File: config.mk
export PLATFORM = sky130hd
export DESIGN_NAME = sd_cmd_arb
export DESIGN_NICKNAME = d
export VERILOG_FILES = /design/src/rtl/sd_pkg.sv /design/src/rtl/sd_rr_arb2.sv /design/src/rtl/sd_cmd_arb.sv
export SDC_FILE = /design/constraint.sdc
export NUM_CORES = 1
export LEC_CHECK = 0
export CORE_MARGIN = 2
export CORE_UTILIZATION = 32
export CTS_CLUSTER_SIZE = 10
export DETAILED_ROUTE_END_ITERATION = 10
export PLACE_DENSITY = 0.66
export SYNTH_ARGS = -nofsm -noshare
export SYNTH_HDL_FRONTEND = slang
export SYNTH_SLANG_ARGS = --single-unit
File: constraint.sdc
create_clock -name sd_clk -period 2.7 [get_ports sd_clk]
set_input_delay 0.27 -clock sd_clk [delete_from_list [all_inputs] [get_ports sd_clk]]
set_output_delay 0.27 -clock sd_clk [all_outputs]
set_load 0.01 [all_outputs]
File: src/rtl/sd_pkg.sv
// rtl/sd_pkg.sv - shared constants and state type for the SD command path
package sd_pkg;

    localparam int CMD_CONTENT_W = 38;
    localparam int CMD_TOKEN_W   = 48;
    localparam int NCC_MIN       = 8;

    typedef enum logic [1:0] {
        IDLE   = 2'd0,
        LAUNCH = 2'd1,
        TX     = 2'd2,
        GAP    = 2'd3
    } arb_state_t;

    localparam logic [CMD_CONTENT_W-1:0] CMD0_CONTENT = '0;
    localparam logic [5:0]               CMD17_INDEX  = 6'd17;

endpackage

File: src/rtl/sd_rr_arb2.sv
// rtl/sd_rr_arb2.sv - two-way round-robin picker with a last-grant bit
module sd_rr_arb2 (
    input  logic clk,
    input  logic reset,
    input  logic valid0,
    input  logic valid1,
    input  logic accept,
    output logic win
);

    logic last_q;

    // On a tie the requester not granted last wins; a lone requester always wins.
    always_comb begin
        win = (valid0 && valid1) ? ~last_q : valid1;
    end

    always_ff @(posedge clk) begin
        if (!reset) begin
            last_q <= 1'b1;
        end else if (accept) begin
            last_q <= win;
        end
    end

endmodule

File: src/rtl/sd_cmd_arb.sv
// rtl/sd_cmd_arb.sv - round-robin command scheduler in front of sd_send
module sd_cmd_arb
    import sd_pkg::*;
#(
    parameter int GAP_CYCLES    = 8,
    parameter int START_TIMEOUT = 64
) (
    input  logic                     sd_clk,
    input  logic                     reset,
    input  logic                     req0_valid,
    input  logic [CMD_CONTENT_W-1:0] req0_cmd,
    output logic                     req0_ready,
    output logic                     req0_done,
    input  logic                     req1_valid,
    input  logic [CMD_CONTENT_W-1:0] req1_cmd,
    output logic                     req1_ready,
    output logic                     req1_done,
    output logic                     send_en,
    output logic [CMD_CONTENT_W-1:0] cmd_content,
    input  logic                     sending,
    output logic                     busy,
    output logic                     grant_id,
    output logic                     err_timeout
);

    localparam int TW = $clog2(START_TIMEOUT + 1);
    localparam int GW = (GAP_CYCLES > 0) ? $clog2(GAP_CYCLES + 1) : 1;
    localparam logic [TW-1:0] T_LAST = TW'(START_TIMEOUT);
    localparam logic [GW-1:0] G_LAST = GW'(GAP_CYCLES);

    arb_state_t               state_q, state_d;
    logic [TW-1:0]            wcnt_q, wcnt_d, wcnt_inc;
    logic [GW-1:0]            gcnt_q, gcnt_d;
    logic                     send_en_d, gid_d, busy_d, err_d;
    logic                     r0_d, r1_d, d0_d, d1_d;
    logic [CMD_CONTENT_W-1:0] cmd_d;
    logic                     win, accept;

    sd_rr_arb2 u_rr (
        .clk    (sd_clk),
        .reset  (reset),
        .valid0 (req0_valid),
        .valid1 (req1_valid),
        .accept (accept),
        .win    (win)
    );

    always_comb begin
        state_d   = state_q;
        wcnt_d    = wcnt_q;
        gcnt_d    = gcnt_q;
        send_en_d = send_en;
        cmd_d     = cmd_content;
        gid_d     = grant_id;
        r0_d      = 1'b0;
        r1_d      = 1'b0;
        d0_d      = 1'b0;
        d1_d      = 1'b0;
        err_d     = 1'b0;
        accept    = 1'b0;
        wcnt_inc  = (wcnt_q == T_LAST) ? wcnt_q : wcnt_q + TW'(1);

        case (state_q)
            IDLE: begin
                // The done cycle is never an acceptance edge, so the next ready
                // lands GAP_CYCLES+2 after done even when there is no GAP state.
                if ((req0_valid || req1_valid) && !(req0_done || req1_done)) begin
                    accept    = 1'b1;
                    cmd_d     = win ? req1_cmd : req0_cmd;
                    gid_d     = win;
                    r0_d      = ~win;
                    r1_d      = win;
                    send_en_d = 1'b1;
                    wcnt_d    = '0;
                    state_d   = LAUNCH;
                end
            end
            LAUNCH: begin
                if (sending) begin
                    send_en_d = 1'b0;
                    state_d   = TX;
                end else begin
                    wcnt_d = wcnt_inc;
                    if (wcnt_inc == T_LAST) begin
                        send_en_d = 1'b0;
                        err_d     = 1'b1;
                        d0_d      = ~grant_id;
                        d1_d      = grant_id;
                        gcnt_d    = '0;
                        state_d   = (GAP_CYCLES == 0) ? IDLE : GAP;
                    end
                end
            end
            TX: begin
                if (!sending) begin
                    d0_d    = ~grant_id;
                    d1_d    = grant_id;
                    gcnt_d  = '0;
                    state_d = (GAP_CYCLES == 0) ? IDLE : GAP;
                end
            end
            GAP: begin
                if (gcnt_q == G_LAST) begin
                    state_d = IDLE;
                end else begin
                    gcnt_d = gcnt_q + GW'(1);
                end
            end
            default: state_d = IDLE;
        endcase

        busy_d = (state_d != IDLE);
    end

    always_ff @(posedge sd_clk) begin
        if (!reset) begin
            state_q     <= IDLE;
            wcnt_q      <= '0;
            gcnt_q      <= '0;
            send_en     <= 1'b0;
            cmd_content <= '0;
            grant_id    <= 1'b0;
            req0_ready  <= 1'b0;
            req1_ready  <= 1'b0;
            req0_done   <= 1'b0;
            req1_done   <= 1'b0;
            err_timeout <= 1'b0;
            busy        <= 1'b0;
        end else begin
            state_q     <= state_d;
            wcnt_q      <= wcnt_d;
            gcnt_q      <= gcnt_d;
            send_en     <= send_en_d;
            cmd_content <= cmd_d;
            grant_id    <= gid_d;
            req0_ready  <= r0_d;
            req1_ready  <= r1_d;
            req0_done   <= d0_d;
            req1_done   <= d1_d;
            err_timeout <= err_d;
            busy        <= busy_d;
        end
    end

endmodule

# After elaboration in Yosys (flattened, before gate mapping)

Cells that the tools add are included.

Equality and inequality tests: 12
Bitwise operators: 5
Multipliers: 0
Reduce and logical (&&, ||, !) cells: 15
Multiplexer cells: 32
Shift operators: 0
Divide/modulo/power cells: 0
Magnitude comparators: 0
Add/subtract/negate cells: 2

Operators with widths:

| kind                                                            | number |
|---|---|
| 38-bit two-way mux                                              | 1 |
| 7-bit two-way mux                                               | 3 |
| 4-bit two-way mux                                               | 4 |
| 7-bit == test, second input constant                            | 2 |
| 7-bit case mux with 2 select lines                              | 1 |
| 1-bit two-way mux                                               | 13 |
| 4-bit case mux with 3 select lines                              | 1 |
| 2-bit two-way mux                                               | 5 |
| 2-bit != test, second input constant                            | 5 |
| 3-bit AND reduction                                             | 3 |
| 2-bit case mux with 4 select lines                              | 1 |
| 7-bit by 1-bit adder with 7-bit output, second input constant   | 1 |
| 1-bit case mux with 2 select lines                              | 3 |
| 1-bit inverter                                                  | 5 |
| 5-bit AND reduction                                             | 1 |
| 4-bit by 1-bit adder with 4-bit output, second input constant   | 1 |
| 2-bit == test, second input constant                            | 2 |
| 4-bit == test, second input constant                            | 1 |
| 2-bit nonzero test                                              | 2 |
| 3-bit != test, second input constant                            | 1 |
| 3-bit nonzero test                                              | 1 |
| 3-bit OR reduction                                              | 1 |
| 2-bit by 1-bit == test with 1-bit output, second input constant | 1 |
| 1-bit logical AND                                               | 2 |
| 4 further kinds                                                 | 5 |

Memory bits (read-only): 0
Bits of input ports: 81
Logic and storage cells: 79
Memories kept: 0
RAM bits: 0
Bits in registers: 60
Output and inout port bits: 46
Bits in latches: 0

# Longest topological paths before layout

Gate-level depths: netlist of the first run.

Depth in word-level cells: 7
Mapped depth: 8
Mapped depth without buffers: 8

# Cells and area by module

From an unflattened synthesis of the first run, not the netlist that was laid out.

Cell total of the unflattened synthesis: 325
Area, all modules: 3041.7 µm²

By module, submodules not included:

| module     | times used | cells an instance | sequential area each (µm²) | area an instance (µm²) |
|---|---|---|---|---|
| sd_cmd_arb | 1          | 320               | 1181.1                     | 2995.4 |
| sd_rr_arb2 | 1          | 5                 | 20.0                       | 46.3 |

# Least setup slack after synthesis of the first run

Ideal clock, no wire load.

Path kind: reg2reg
Start: register state_q[1]
End: register cmd_content[0]
Data required time: 2.562 ns
Setup time: 0.138 ns
Path slack: 0.661 ns
Clock period less this slack: 2.039 ns
Data arrival time: 1.901 ns
Path buffers: 2
Stages on the path, launching flop included: 8
Cells stage by stage: dfxtp_1 -> inv_1 -> ha_1 -> inv_1 -> nor4_2 -> buf_2 -> buf_1 -> a211oi_1

Cells in the longest elaborated chain, start to end: 2

Ends and longest elaborated chain:

| what                          | line              | source |
|---|---|---|
| start, declared               | sd_cmd_arb.sv:31  | `arb_state_t state_q, state_d;` |
| start signal, assigned        | sd_cmd_arb.sv:130 | `state_q <= state_d;` |
| 2-bit logical NOT             | sd_cmd_arb.sv:63  | `case (state_q)` |
| 2-bit AND reduction (no line) | --                |  |
| end signal, assigned          | sd_cmd_arb.sv:134 | `cmd_content <= cmd_d;` |
| end, declared                 | sd_cmd_arb.sv:19  | `output logic [CMD_CONTENT_W-1:0] cmd_content,` |

Every way passes these cells.
A chain may end at the register's enable or synchronous reset.

# Worst setup path after layout of the first run

Start: register wcnt_q[0]
End: register busy

Cells in the longest elaborated chain, start to end: 7
Elaborated cells on any way between the ends: 8
Those cells by class: add/sub (1); eq/ne (2); mux (4); reduce/logical (1)

Ends and longest elaborated chain:

| what                                                                           | line              | source |
|---|---|---|
| start, declared                                                                | sd_cmd_arb.sv:32  | `logic [TW-1:0] wcnt_q, wcnt_d, wcnt_inc;` |
| start signal, assigned                                                         | sd_cmd_arb.sv:131 | `wcnt_q <= wcnt_d;` |
| 7-bit by 1-bit adder with 7-bit output / 7-bit == test (equally long branches) | sd_cmd_arb.sv:61  | `wcnt_inc = (wcnt_q == T_LAST) ? wcnt_q : wcnt_q + TW'(1);` |
| 7-bit two-way mux (*)                                                          | sd_cmd_arb.sv:61  |  |
| 7-bit == test (*)                                                              | sd_cmd_arb.sv:84  | `if (wcnt_inc == T_LAST) begin` |
| 2-bit two-way mux (*)                                                          | sd_cmd_arb.sv:84  |  |
| 2-bit two-way mux (*)                                                          | sd_cmd_arb.sv:79  | `if (sending) begin` |
| 2-bit case mux with 4 select lines (*)                                         | sd_cmd_arb.sv:63  |  |
| 2-bit nonzero test (*)                                                         | sd_cmd_arb.sv:112 | `busy_d = (state_d != IDLE);` |
| end signal, assigned                                                           | sd_cmd_arb.sv:141 | `busy <= busy_d;` |
| end, declared                                                                  | sd_cmd_arb.sv:21  | `output logic busy,` |

Every way passes the cells marked *; elsewhere a longest branch is shown, timed or not.

==> results of run 1 <==
[how the worst min path moves through the flow]
stage,startpoint,to,slack [ns],cells past startpoint
2_1_floorplan,reset,state_q[1]$_SDFF_PN0_,0.41,1
3_3_place_gp,grant_id$_SDFFE_PN0P_,req0_done$_SDFF_PN0_,0.46,1
3_5_place_dp,grant_id$_SDFFE_PN0P_,req0_done$_SDFF_PN0_,0.47,1
4_1_cts,grant_id$_SDFFE_PN0P_,req0_done$_SDFF_PN0_,0.47,1
5_1_grt,gcnt_q[3]$_SDFFE_PN0P_,gcnt_q[3]$_SDFFE_PN0P_,0.52,2
6_report,grant_id$_SDFFE_PN0P_,req0_done$_SDFF_PN0_,0.47,1
[state kept, by name, indices dropped and copies added, names as in the netlist, 2 cells and up]
signal / cells
state_q: 2
gcnt_q: 4
cmd_content: 38
wcnt_q: 7
[per-stage QoR]
step | total power [uW] | instance area (um^2) | cells | utilization | hold WS [ns]
3_5_place_dp | 2400 | 4310 | 545 | 0.490 | 0.468
2_1_floorplan | 1800 | 2920 | 326 | - | 0.412
6_report | 3180 | 4510 | 561 | 0.513 | 0.470
3_3_place_gp | 2370 | 4310 | 545 | 0.490 | 0.456
4_1_cts | 3230 | 4510 | 561 | 0.513 | 0.475
5_1_grt | 3400 | 4510 | 561 | 0.513 | 0.515
[cells in the final DEF, fill, tap and decap left out, drive strengths merged, types with 2 or more instances in the layout]
cell and instances:
xor2 3, or4 2, o22ai 3, a211oi 40, nor2b 2, a21o 3
nor3 2, mux2i 38, nor2 51, nand3 5, nand3b 2, and2 2
a21oi 18, dfxtp 60, and3 4, or3 2, nor4 2, o31ai 2
ha 8, clkdlybuf4s50 126, clkinv 3, nand2b 2, inv 13, clkbuf 12
buf 7, o21ai 8, nand2 13
[power breakdown]
group | internal, uW | leakage [uW] | switching, uW | total [uW]
clock network | 474 | 0.000102 | 345 | 819
registers | 1060 | 0.000495 | 94.2 | 1150
logic | 630 | 0.00118 | 585 | 1210
total | 2160 | 0.00178 | 1020 | 3180
[cell families (layout without fill, tap and decap cells)]
kind of cell / count (synthesis) / after routing / share of synthesized area
AND/OR/NAND/NOR: 93 / 93 / 0.154
XOR/XNOR: 3 / 3 / 0.00899
buffers and inverters: 36 / 163 / 0.0501
adder cells (fa/ha/maj): 8 / 8 / 0.0342
multiplexers: 38 / 38 / 0.130
AO/OA/AOI/OAI: 88 / 88 / 0.211
flip-flops: 60 / 60 / 0.411
[final cells by class]
class / count / share of cell area
tap: 108 / 0.0299
multi-input combinational: 230 / 0.354
timing repair buffer: 133 / 0.294
inverter: 14 / 0.0116
clock buffer: 12 / 0.0344
clock inverter: 4 / 0.0105
sequential: 60 / 0.266
[synthesized netlist by cell type (2+ instances only)]
cell / number
clkbuf_1: 17
or4_1: 2
o21ai_0: 7
mux2i_1: 38
nor2_1: 51
and3_1: 4
a21oi_1: 18
inv_1: 13
nand2_1: 13
nor2b_1: 2
or3_1: 2
xor2_1: 3
nor3_1: 2
ha_1: 8
nand3b_1: 2
and2_1: 2
nand3_1: 4
nand2b_1: 2
a21o_1: 3
buf_2: 3
o31ai_1: 2
o22ai_1: 3
a211oi_1: 40
dfxtp_1: 60
[metal layers]
metal	GRT usage	vias to the layer above
met5	0	-
met3	0.0513	10
met1	0.186	1259
met4	0.0664	0
li1	-	1429
met2	0.277	84
==> summary.txt, run 1 <==
Clocking
  • CTS H-tree depth: 3
  • Worst-skew pair later-pin latency: 0.33 ns
  • CTS tree: done
  • Post-CTS Resized: 0
  • Clock sink count: 60
  • # Post-CTS Setup Buffers: 0
  • Hold buffers post-CTS: 0
  • Clock root buffer: clkbuf_8
  • Maximum clock insertion buffer count: 2
  • Cts bufs inserted: 9
  • Reg clk slew, reported paths: 0.07 ns

Layout
  • Layout area overhead: 54.4%
  • Area occupied by multi-input gates: 1600 um^2
  • Diode count: 0
  • Share of cells above drive strength 1: 0.0662
  • Register Area: 1200 um^2
  • # nets final: 537
  • Fillcell total: 836

Synthesis
  • Cell taking the most area after synthesis: dfxtp_1
  • Ys flop type: dfxtp_1
  • Syn Nets: 415
  • Ys async rst share: 0
  • Library cells used by synthesis: 49
  • Seq cells post-synth: 60
  • Syn Inst Count: 326
  • Post-Syn Area: 2920 um^2
  • Post-synthesis sequential area ratio: 0.411
  • Post-synth EDFFs: 0
  • Top cells by area, synth: dfxtp_1 (41%), mux2i_1 (13%), a211oi_1 (10%)
  • Top cell type's share of synthesized area: 0.411
  • Syn avg cell area: 8.97 um^2
  • Synth warn: 0

Timing
  • Period utilization: 0.867
  • Slew @ Worst Pin: 0.584 ns
  • Clk_skew: 0.00746 ns
  • Setup ws final: 0.358 ns
  • Setup TNS: 0 ns
  • Peak Freq: 0.427 GHz
  • Max-slew violation count: 0
  • Final setup vio count: 0
  • Hold Vio Cnt, Final: 0
  • RSZ-0062 raised after global routing: false
  • Rel. slew slack: 0.608
  • Fin crit period: 2.34 ns

Power
  • VDD IR max: 0.259 mV
  • Pwr dens: 705 nW/um^2
  • Leakage: 0.00178 uW

Setup path
  • Setup Crit Path Kind: register to register
  • CP Launch Type: register
  • Crit-path leading delay family: compound AO/OA/AOI/OAI gates
  • Levels on crit path: 7
  • R2r setup slk: 0.36 ns
  • Worst path cell trace: ha_1 -> nand3_1 -> xor2_1 -> and3_1 -> o21a_1 -> o41a_1 -> or2_1
  • Origin of the critical flop-to-flop path: wcnt_q[0]$_SDFFE_PN0P_
  • CP bufs+invs: 0
  • Worst EP arrival: 2.56 ns
  • Reg-to-reg endpoint: busy$_SDFF_PN0_
  • Critical Path Start: wcnt_q[0]$_SDFFE_PN0P_
  • R2R depth: 7
  • Critical Path End: busy$_SDFF_PN0_
  • Required @ worst endpoint: 2.92 ns
  • Slowest stage cell on the critical path: dfxtp_1
  • CP max stage delay: 0.49 ns
  • Crit Path Max Fanout: 10
  • Setup crit end kind: register

Job
  • MaxCap Viol Count: 0

Hold path
  • Worst hold path class: register to register

Detailed routing
  • WL met2: 3860 um
  • DRT Wirelength: 7740 um
  • DRT antenna net count: 0
  • Top sig layer: met4
  • Vias per cell: 4.96
  • DRT iter0 DRCs: 62
  • Met3 WL: 561 um
  • Vias after detailed routing: 2782
  • Post-route DRC: 0
  • Met1 wire length: 3190 um
  • Total iterations of the first detailed-routing run: 4
  • Routed len/inst: 13.8 um

Floorplan
  • Die width: 99.6 um
  • Total core area: 8810 um^2
  • Initial Util: 0.332
  • Die footprint: 9920 um^2
  • Die H: 99.6 um
  • IO Pins: 127
  • Cell row count: 34

Placed design
  • Setup WS pre-CTS: 0.398 ns
  • Placer Congestion: 0.812
  • Port Buffers: 126
  • Post-DP HPWL: 5900 um

Global route
  • Grt total ovfl: 0
  • GRT Util Overall: 0.161
  • Vias in the first global route: 2705
  • Pin count of the biggest net entering global routing: 71
  • Global-route wire length before repair: 12800 um
  • Initial antenna violation count: 0

Outcome
  • Status: completed
(Power assumes the default switching activity.)
==> run 2, diff against run 1 <==
--- a/config.mk
+++ b/config.mk
@@ -7,6 +7,7 @@
 export LEC_CHECK = 0
 export CORE_MARGIN = 2
 export CORE_UTILIZATION = 32
+export CTS_CLUSTER_DIAMETER = 50
 export CTS_CLUSTER_SIZE = 10
 export DETAILED_ROUTE_END_ITERATION = 10
 export PLACE_DENSITY = 0.66
==> results of run 2 <==
Same layout as run 1: the final DEF is identical, and so are final timing and power.
